$ cat src/rtl/fetch_queue_unit.sv
// fetch_queue_unit: sequential instruction fetch with up to DEPTH outstanding requests
// feeding an in-order decode queue; redirects flush the queue and drop stale responses.
module fetch_queue_unit #(
    parameter int XLEN = 32,
    parameter int DEPTH = 4,
    parameter logic [XLEN-1:0] RESET_PC = '0,
    parameter logic [31:0] NOP_INSTR = 32'h0000_0000
) (
    input  logic            clk,
    input  logic            reset,
    input  logic            redirect,
    input  logic [XLEN-1:0] redirect_pc,
    output logic            imem_req,
    output logic [XLEN-1:0] imem_addr,
    input  logic            imem_gnt,
    input  logic            imem_rvalid,
    input  logic [31:0]     imem_rdata,
    output logic            out_valid,
    input  logic            out_ready,
    output logic [31:0]     out_inst,
    output logic [XLEN-1:0] out_pc,
    output logic [XLEN-1:0] out_pc4
);
    localparam int CW = $clog2(DEPTH + 1);
    localparam int AW = $clog2(DEPTH);
    localparam logic [CW:0] LIMIT = (CW + 1)'(DEPTH);
    localparam logic [CW-1:0] ONE = CW'(1);
    localparam logic [AW-1:0] PTR1 = AW'(1);
    localparam logic [XLEN-1:0] FOUR = XLEN'(4);

    logic [XLEN-1:0] fetch_pc_q, fetch_pc_d, resp_pc_q, resp_pc_d;
    logic [CW-1:0]   count_q, count_d, inflight_q, inflight_d, drop_q, drop_d;
    logic [AW-1:0]   rd_ptr_q, rd_ptr_d, wr_ptr_q, wr_ptr_d;
    logic [31:0]     inst_mem [DEPTH];
    logic [XLEN-1:0] pc_mem [DEPTH];
    logic            accept, rsp, push, pop, empty;
    logic [XLEN-1:0] target;

    assign target    = redirect_pc & ~XLEN'(3);
    assign empty     = count_q == '0;
    // queued plus outstanding never exceeds DEPTH, so a push can never find the queue full
    assign imem_req  = !reset && !redirect && ({1'b0, count_q} + {1'b0, inflight_q} < LIMIT);
    assign imem_addr = fetch_pc_q;
    assign accept    = imem_req && imem_gnt;
    assign rsp       = imem_rvalid && inflight_q != '0;
    assign push      = rsp && drop_q == '0 && !redirect;
    assign out_valid = !empty && !redirect;
    assign pop       = out_valid && out_ready;
    assign out_inst  = empty ? NOP_INSTR : inst_mem[rd_ptr_q];
    assign out_pc    = empty ? '0 : pc_mem[rd_ptr_q];
    assign out_pc4   = empty ? '0 : pc_mem[rd_ptr_q] + FOUR;

    always_comb begin
        inflight_d = inflight_q + (accept ? ONE : '0) - (rsp ? ONE : '0);
        fetch_pc_d = redirect ? target : accept ? fetch_pc_q + FOUR : fetch_pc_q;
        resp_pc_d  = redirect ? target : push ? resp_pc_q + FOUR : resp_pc_q;
        drop_d     = redirect ? inflight_d : (rsp && drop_q != '0) ? drop_q - ONE : drop_q;
        count_d    = redirect ? '0 : count_q + (push ? ONE : '0) - (pop ? ONE : '0);
        rd_ptr_d   = redirect ? '0 : pop ? rd_ptr_q + PTR1 : rd_ptr_q;
        wr_ptr_d   = redirect ? '0 : push ? wr_ptr_q + PTR1 : wr_ptr_q;
    end

    always_ff @(posedge clk or posedge reset) begin
        if (reset) begin
            fetch_pc_q <= RESET_PC;
            resp_pc_q  <= RESET_PC;
            count_q    <= '0;
            inflight_q <= '0;
            drop_q     <= '0;
            rd_ptr_q   <= '0;
            wr_ptr_q   <= '0;
        end else begin
            fetch_pc_q <= fetch_pc_d;
            resp_pc_q  <= resp_pc_d;
            count_q    <= count_d;
            inflight_q <= inflight_d;
            drop_q     <= drop_d;
            rd_ptr_q   <= rd_ptr_d;
            wr_ptr_q   <= wr_ptr_d;
        end
    end

    always_ff @(posedge clk) begin
        if (push) begin
            inst_mem[wr_ptr_q] <= imem_rdata;
            pc_mem[wr_ptr_q]   <= resp_pc_q;
        end
    end
endmodule

$ cat config.mk
export PLATFORM = sky130hd
export DESIGN_NAME = fetch_queue_unit
export DESIGN_NICKNAME = d
export VERILOG_FILES = /design/src/rtl/fetch_queue_unit.sv
export SDC_FILE = /design/constraint.sdc
export NUM_CORES = 1
export LEC_CHECK = 0
export BUFFER_PORTS_ARGS = -buffer_cell sky130_fd_sc_hd__buf_2
export CORE_AREA = 2 2 179 163
export DETAILED_ROUTE_END_ITERATION = 7
export DIE_AREA = 0 0 181 165
export GPL_ROUTABILITY_DRIVEN = 0
export PLACE_DENSITY = 0.84
export SLEW_MARGIN = 10
export SYNTH_ARGS = -nofsm -noshare
export SYNTH_HDL_FRONTEND = slang
export SYNTH_SLANG_ARGS = --single-unit
$ cat constraint.sdc
create_clock -name clk -period 3.5 [get_ports clk]
set_clock_uncertainty 0.2 [all_clocks]
set_input_delay 0.35 -clock clk [delete_from_list [all_inputs] [get_ports clk]]
set_output_delay 0.35 -clock clk [all_outputs]
set_load 0.01 [all_outputs]
Word level (Yosys, flattened, before mapping)
Memory sizes are Yosys's and may differ from the RTL's.
Index checks and enable logic that the tools add are counted.
Widths: inputs -> output; s select.
- register bits after elaboration: 77
- memory bits (writable): 256
- output and inout bits: 130
- logic and storage cells: 61
- memories kept: 2
- add/subtract/negate cells: 11
- magnitude comparators: 1
- multiplexer cells: 20
- reduce and logical (&&, ||, !) cells: 20
- memories (name ; words ; bits a word ; read ports ; clocked after Yosys merged registers in ; wr ports ; line ; text):
    inst_mem ; 4 ; 32 ; 1 ; 0 ; 1 ; 34 ; logic [31:0] inst_mem [DEPTH];
    pc_mem ; 4 ; 32 ; 1 ; 0 ; 1 ; 35 ; logic [XLEN-1:0] pc_mem [DEPTH];
- operators with widths (cell ; number):
    $mux 32 ; 7
    $add 32x3->32 const B ; 3
    $logic_and 1x1->1 ; 9
    $mux 3 ; 3
    $mux 2 ; 4
    $reduce_bool 2->1 ; 4
    $add 3x1->3 ; 2
    $logic_not 3->1 ; 2
    $mux 1 ; 6
    $reduce_bool 3->1 ; 2
    $sub 3x1->3 ; 2
    $add 2x1->2 const B ; 2
    $add 3x3->4 ; 1
    $lt 4x3->1 const B ; 1
    $logic_not 1->1 ; 3
    $sub 3x1->3 const B ; 1

Longest topological paths before layout
Gate-level depths: netlist of run 1.
- depth in word-level cells: 8
- mapped depth: 13

Least setup slack after synthesis of run 1
OpenSTA, ideal clock, no wires.
- kind: flip-flop to flip-flop
- from: register count_q[2]
- to: register drop_q[2]
- arrival: 3.211 ns
- slack: -0.044 ns
- stages on the path, launching flop included: 14
- buffers on the path: 1
- cells stage by stage: dfrtp_1 ha_1 or4_1 nor4b_2 inv_1 clkbuf_1 ha_1 inv_1 ha_1 fa_1 xor2_1 xnor2_1 nand2_1 o21ai_0
- word-level cells in the longest chain between the ends: 8
- ends and longest elaborated chain (what ; line ; text):
    start: declaration ; 32 ; logic [CW-1:0] count_q, count_d, inflight_q, inflight_d, drop_q, drop_d;
    start signal: assignment ; 75 ; count_q <= count_d;
    $add 3x3->4 ; 42 ; assign imem_req = !reset && !redirect && ({1'b0, count_q} + {1'b0, inflight_q} < LIMIT);
    $lt 4x3->1 ; 42 ;
    $logic_and 1x1->1 ; 42 ;
    $logic_and 1x1->1 ; 44 ; assign accept = imem_req && imem_gnt;
    $mux 1 ; 54 ; inflight_d = inflight_q + (accept ? ONE : '0) - (rsp ? ONE : '0);
    $add 3x1->3 ; 54 ;
    $sub 3x1->3 ; 54 ;
    named net inflight_d[2] ; 32 ;
    $mux 3 ; 57 ; drop_d = redirect ? inflight_d : (rsp && drop_q != '0) ? drop_q - ONE : drop_q;
    end signal: assignment ; 77 ; drop_q <= drop_d;
    end: declaration ; 32 ;
The timed path passes the listed nets, and every way through them passes these cells.
A chain may end at the register's enable or synchronous reset.

Worst setup path after layout of run 1
- from: register rd_ptr_q[0]
- to: output port out_pc4[25]
- word-level cells in the longest chain between the ends: 3
- ends and longest elaborated chain (what ; line ; text):
    start: declaration ; 33 ; logic [AW-1:0] rd_ptr_q, rd_ptr_d, wr_ptr_q, wr_ptr_d;
    start signal: assignment ; 78 ; rd_ptr_q <= rd_ptr_d;
    $mem_v2 4x32 ; n/a ;
    $add 32x3->32 ; 51 ; assign out_pc4 = empty ? '0 : pc_mem[rd_ptr_q] + FOUR;
    $mux 32 ; 51 ;
    end: declaration ; 22 ; output logic [XLEN-1:0] out_pc4
No other way between the ends.

==> results of run 1 <==
==> worst max-delay path by stage <==
stage / endpoint / slack [ps] / from
after floorplan: drop_q[2] / 7 / count_q[2]
after detailed placement: drop_q[2] / 70 / count_q[2]
final: out_pc4[25] / -250 / rd_ptr_q[0]
after global placement: out_pc4[23] / 130 / rd_ptr_q[0]
after CTS: out_pc4[25] / -210 / rd_ptr_q[0]
after global routing: out_pc4[29] / -340 / rd_ptr_q[0]
==> flip-flops by register name, summed over array words and instances, names as in the netlist <==
register    flops
inflight_q      3
inst_mem      128
imem_addr      30
count_q         3
drop_q          3
pc_mem        120
rd_ptr_q        2
wr_ptr_q        2
resp_pc_q      30
==> cell type report <==
cell class	instances	area share [%]
multi-input combinational	586	27.2
tap	360	2.49
inverter	29	0.602
clock buffer	44	4.83
timing repair buffer	330	12.7
sequential	321	51.3
clock inverter	12	0.838
==> per-layer routing <==
metal	part of all wire, %	track usage (%)
met5	0	0
met4	2.0	5.43
met3	10	4.70
met2	48	41.5
met1	40	33.6
==> metrics by stage <==
stage | setup WS (ps) | TNS (ps) | instance area [um^2] | power, mW
2_1_floorplan | 6.78 | 0 | 14400 | 6.77
3_3_place_gp | 129 | 0 | 16000 | 7.92
3_5_place_dp | 65.5 | 0 | 16000 | 8.02
4_1_cts | -208 | -2130 | 17900 | 11.6
5_1_grt | -340 | -4350 | 18100 | 12.2
6_report | -251 | -2790 | 18100 | 11.7
==> synth_stat cells (all sizes together), types with 15 or more instances <==
cell / instances
mux2: 18
and2: 61
dfrtp: 73
nand2: 69
xor2: 18
mux4: 62
nand4: 34
edfxtp: 248
ha: 15
and3: 17
nor3: 15
or3: 15
inv: 29
nor2: 48
or4: 17
o21ai: 33
nand3: 32
a21oi: 18
buf: 22
clkbuf: 31
xnor2: 27
==> kinds of logic (layout without fill, tap and decap cells) <==
group	after synthesis	after routing	share of synthesized area, %
simple gates	335	335	12.7
flops	321	321	64.4
compound gates	103	103	4.66
buf+inv	82	415	2.61
mux	80	80	11.2
xor+xnor	45	45	2.74
fa+ha+maj	17	17	1.58
other cells	1	6	0.0261
==> where the power goes <==
part           switching [mW]  leakage (nW)  internal (mW)  total (mW)
registers               0.263          3.12           4.37        4.63
logic                    2.06          3.17           1.69        3.76
clock network            1.40         0.495           1.95        3.35
==> what timing repair did <==
item,4_1_cts,5_1_grt
endpoints found under the hold margin,218,0
buffers inserted,18,15
pin swaps,12,13
resized for setup,25,27
hold buffers,64,0
endpoints found under the setup margin,19,20
==> critical path, stage by stage, from the launching register on <==
cell and delay (ps):
dfrtp_4 510, buf_6 150, mux4_2 390, nand4_4 110, or4_4 610, buf_6 170, or4_4 410, a21oi_2 140
buf_2 140
==> run metrics, run 1 <==
Syn Std Cell Area=0.0144 mm^2; Worst Path Arrival=between 3000 and 4000 ps; Avg WL per Cell=22.1 um; Die Footprint=0.0299 mm^2; Slew @ Worst Pin=1010 ps; Ant. Diodes=0; CTS Sinks=321; worst r2r src=inflight_q[1]; final setup vio count=17; hold endpoint=drop_q[1]; Final min period=3750 ps; NumNets Final=around 1400; vias in the first global route=10100; CP startpoint kind=register; final period utilization=107%; final-report hold violation count=0; total grt overflow=0; # DRC=0; Final Util=64.9%; port buffer count=roughly 190; setup ws final=-251 ps; Max-slew headroom=around a third; non-filler cells, final=about 1700; fmax=0.267 GHz; Initial Util=51.6%; I/O Pins=200; total CTS buffers=30; CP max FO=7; largest net degree at the start of global routing=63; register area share after synthesis=64.4%; Synth cell types=52; initial antenna violation count=2; commonest non-fill, non-tap cell in the layout=edfxtp_1; Initial DRT Pass Iterations=5; Final HPWL DP=22300 um; max-slew violations=0; routed vias=approximately 10000; DR iter-0 viols=around 1100; area delta synth->final=25.6%; placed insts=approximately 1500; Avg Cell Area, Syn=14.6 um^2; maxcap violations=0; total track usage=roughly a quarter; first-pass GRT wire length=56900 um; Die W=181 um; violated checks=setup timing; largest area contributor in the netlist=edfxtp_1; top-area cell type share of the netlist area=51.7%; commonest cells after routing, fill and taps aside=edfxtp_1 (248), buf_2 (189), dfrtp_1 (71), nand2_1 (69), dlygate4sd3_1 (64); CTS H-tree lvls=1; Worst Hold Class=input pin to register; Lkg Pwr=6.79 nW; CTS tree=done; Yosys reg bits=321; total core area=0.0279 mm^2; RSZ-0062 raised after global routing=yes; hold_sp=imem_rvalid; multi-input logic area=0.00491 mm^2; required time worst endpoint=2950 ps; final antenna-violating net count=0; share of layout cells above drive strength 1=32.9%; CP Capture Type=output port; critical path class=register to output port; YS warnings=0; drt total wl=37100 um; Worst-Skew Late Latency=550 ps; hold path depth=4; Area contributors post-synth=edfxtp_1 (52%), dfrtp_1 (13%), mux4_2 (8.9%); clk root buf=clkbuf_16; reg2reg path depth=12; ys flop type=edfxtp_1; Post-synth EDFFs=248; worst reg2reg endpoint=drop_q[2]; largest vdd supply drop=0.417 mV; WHS=154 ps; FFs w/ async S/R, synth=22.7%; Syn Inst Count=984; register area=between 0.009 and 0.01 mm^2; P per Cell Area=650 mW/mm^2; status=complete, but fails checks; filler instances=1895; DR vias/cell=6.06; CTS Buffer Depth=3; Site Rows=58; Die Y=around 170 um; reg2reg setup slack=~230 ps; CTS clk-pin slew, worst paths=60 ps
No activity file was read; power rests on OpenSTA's default activity.
==> run 2, diff against run 1 <==
--- a/config.mk
+++ b/config.mk
@@ -10,6 +10,7 @@
 export DETAILED_ROUTE_END_ITERATION = 7
 export DIE_AREA = 0 0 181 165
 export GPL_ROUTABILITY_DRIVEN = 0
+export MAX_ROUTING_LAYER = met4
 export PLACE_DENSITY = 0.84
 export SLEW_MARGIN = 10
 export SYNTH_ARGS = -nofsm -noshare
==> run 2 against run 1 <==
Net effect:
- the run still ends with setup timing left
- register-to-register slack about the same
- wire length rose by 0.60%
- maximum frequency rose by 0.17%
- global-route usage increased by 0.81 points
- non-clock buffer count unchanged
- final area about the same
- utilization barely moved
- critical endpoint unchanged
- cell count increased by 0.12%
- worst hold slack worse by 3.4 ps
- setup slack better by 6.4 ps
==> run metrics, run 2 (synthesis results as in run 1) <==
Final Util=64.9% (about the same); Max-slew headroom=37.0% (was 32.0%); fmax=0.267 GHz (about the same); Worst Hold Class=input pin to register (unchanged); Initial Util=51.6% (unchanged); CP startpoint kind=register (unchanged); share of layout cells above drive strength 1=32.9% (unchanged); CTS Sinks=321 (unchanged); worst reg2reg endpoint=drop_q[2] (unchanged); CTS clk-pin slew, worst paths=60 ps (about the same); total CTS buffers=30 (unchanged); overall power=11.8 mW (was 11.7 mW); initial antenna violation count=2 (unchanged); Die Y=165 um (unchanged); DR vias/cell=6.07 (was 6.06); commonest cells after routing, fill and taps aside=edfxtp_1 (248), buf_2 (189), dfrtp_1 (71), nand2_1 (69), dlygate4sd3_1 (64) (unchanged); post-placement cell area=0.0160 mm^2 (unchanged); Setup crit start=rd_ptr_q[0] (unchanged); worst r2r src=inflight_q[1] (unchanged); reg2reg path depth=12 (unchanged); top flop regs=inst_mem: 128 flops, pc_mem: 120 flops (unchanged); register area=0.00928 mm^2 (unchanged); max-slew violations=0 (unchanged); largest net degree at the start of global routing=63 (unchanged); clk root buf=clkbuf_16 (unchanged); WHS=151 ps (was 154 ps); drt total wl=37300 um (was 37100 um); total core area=0.0279 mm^2 (unchanged); CP Capture Type=output port (unchanged); Die W=181 um (unchanged); Lkg Pwr=6.79 nW (about the same); critical path class=register to output port (unchanged); vias in the first global route=10100 (about the same); flip-flop count of the largest register after layout=128 (unchanged); final setup vio count=17 (unchanged); filler instances=1893 (was 1895); Avg WL per Cell=22.2 um (was 22.1 um); NumNets Final=1385 (unchanged); P per Cell Area=650 mW/mm^2 (about the same); largest vdd supply drop=0.419 mV (was 0.417 mV); Final min period=3740 ps (was 3750 ps); CTS tree=done (unchanged); Worst Path Arrival=3190 ps (was 3200 ps); Site Rows=58 (unchanged); CTS H-tree lvls=1 (unchanged); RSZ-0062 raised after global routing=yes (unchanged); reg2reg setup slack=220 ps (was 230 ps); Die Footprint=0.0299 mm^2 (unchanged); final period utilization=107% (about the same); commonest non-fill, non-tap cell in the layout=edfxtp_1 (unchanged); area delta synth->final=25.6% (about the same); routed vias=10200 (about the same); port buffer count=191 (unchanged); setup ws final=-244 ps (was -251 ps); multi-input logic area=0.00491 mm^2 (unchanged); I/O Pins=200 (unchanged); CP max FO=7 (unchanged); first-pass GRT wire length=56800 um (was 56900 um); Slew @ Worst Pin=938 ps (was 1010 ps); final antenna-violating net count=0 (unchanged); total track usage=25.4% (was 24.6%); Finished Cell Area=0.0181 mm^2 (about the same); required time worst endpoint=2950 ps (about the same); most flop-heavy register=inst_mem (unchanged); final-report hold violation count=0 (unchanged); end of the critical path=out_pc4[25] (unchanged); CTS Buffer Depth=3 (unchanged); Worst-Skew Late Latency=550 ps (about the same); DR iter-0 viols=1139 (was 1143); violated checks=setup timing (unchanged); maxcap violations=0 (unchanged); # DRC=0 (unchanged); total grt overflow=0 (unchanged); status=complete, but fails checks (unchanged); Final HPWL DP=22300 um (unchanged); Initial DRT Pass Iterations=8 (was 5)
[run 2: cell count changes in the layout (fill, tap and decap cells not counted)]
cell / before / now
diode_2: 0 / 2
[run 2: cell type report]
class                           instances  share of cell area, %
Clock inverter                         12                  0.837
Clock buffer                           44                   4.83
Timing Repair Buffer                  330                   12.7
Antenna cell                            2                 0.0277
Multi-Input combinational cell        586                   27.2
Inverter                               29                  0.602
Sequential cell                       321                   51.3
Tap cell                              360                   2.49
[run 2: layer usage]
layer / global-route usage [%] / wire length (um) / vias up
met5: - / 0 / -
met4: 5.40 / 688 / 0
met3: 4.45 / 3580 / 71
met2: 41.5 / 18000 / 622
met1: 34.0 / 15000 / 5103
li1: - / - / 4425
[run 2: worst min path at each step]
stage                              from             end  slack, ps  cells past startpoint
after floorplan           imem_rdata[0]  inst_mem[0][0]        250                      0
after global placement            reset   imem_addr[12]        320                      2
after detailed placement          reset   imem_addr[12]        320                      2
after CTS                   imem_rvalid       drop_q[1]        140                      4
after global routing        imem_rvalid       drop_q[1]        180                      4
final                       imem_rvalid       drop_q[1]        150                      4
[run 2: power breakdown]
group          switching, mW  leakage [nW]  internal (mW)  total (mW)
sequential             0.263          3.12           4.37        4.63
combinational           2.07          3.17           1.69        3.76
clock                   1.41         0.495           1.95        3.36
total                   3.74          6.79           8.01        11.8
[run 2: through the flow]
| step | worst slack, ps | setup TNS, ps | std cells |
|---|---|---|---|
| finish | -244 | -2820 | 1684 |
| floorplan | 6.78 | 0 | 989 |
| global route | -338 | -4310 | 1684 |
| CTS | -208 | -2130 | 1669 |
| detailed placement | 65.5 | 0 | 1531 |
| global placement | 129 | 0 | 1531 |
[run 2: timing repair]
action	CTS	global route
buffers inserted	18	15
setup endpoints to repair	19	20
pin swaps	12	13
endpoints found under the hold margin	218	0
resized for setup	25	27
hold buffers	64	0
[run 2: critical path: stages (launching register included)]
cell	delay [ps]
dfrtp_4	510
buf_6	150
mux4_2	390
nand4_4	110
or4_4	610
buf_6	170
or4_4	410
a21oi_2	140
buf_2	140
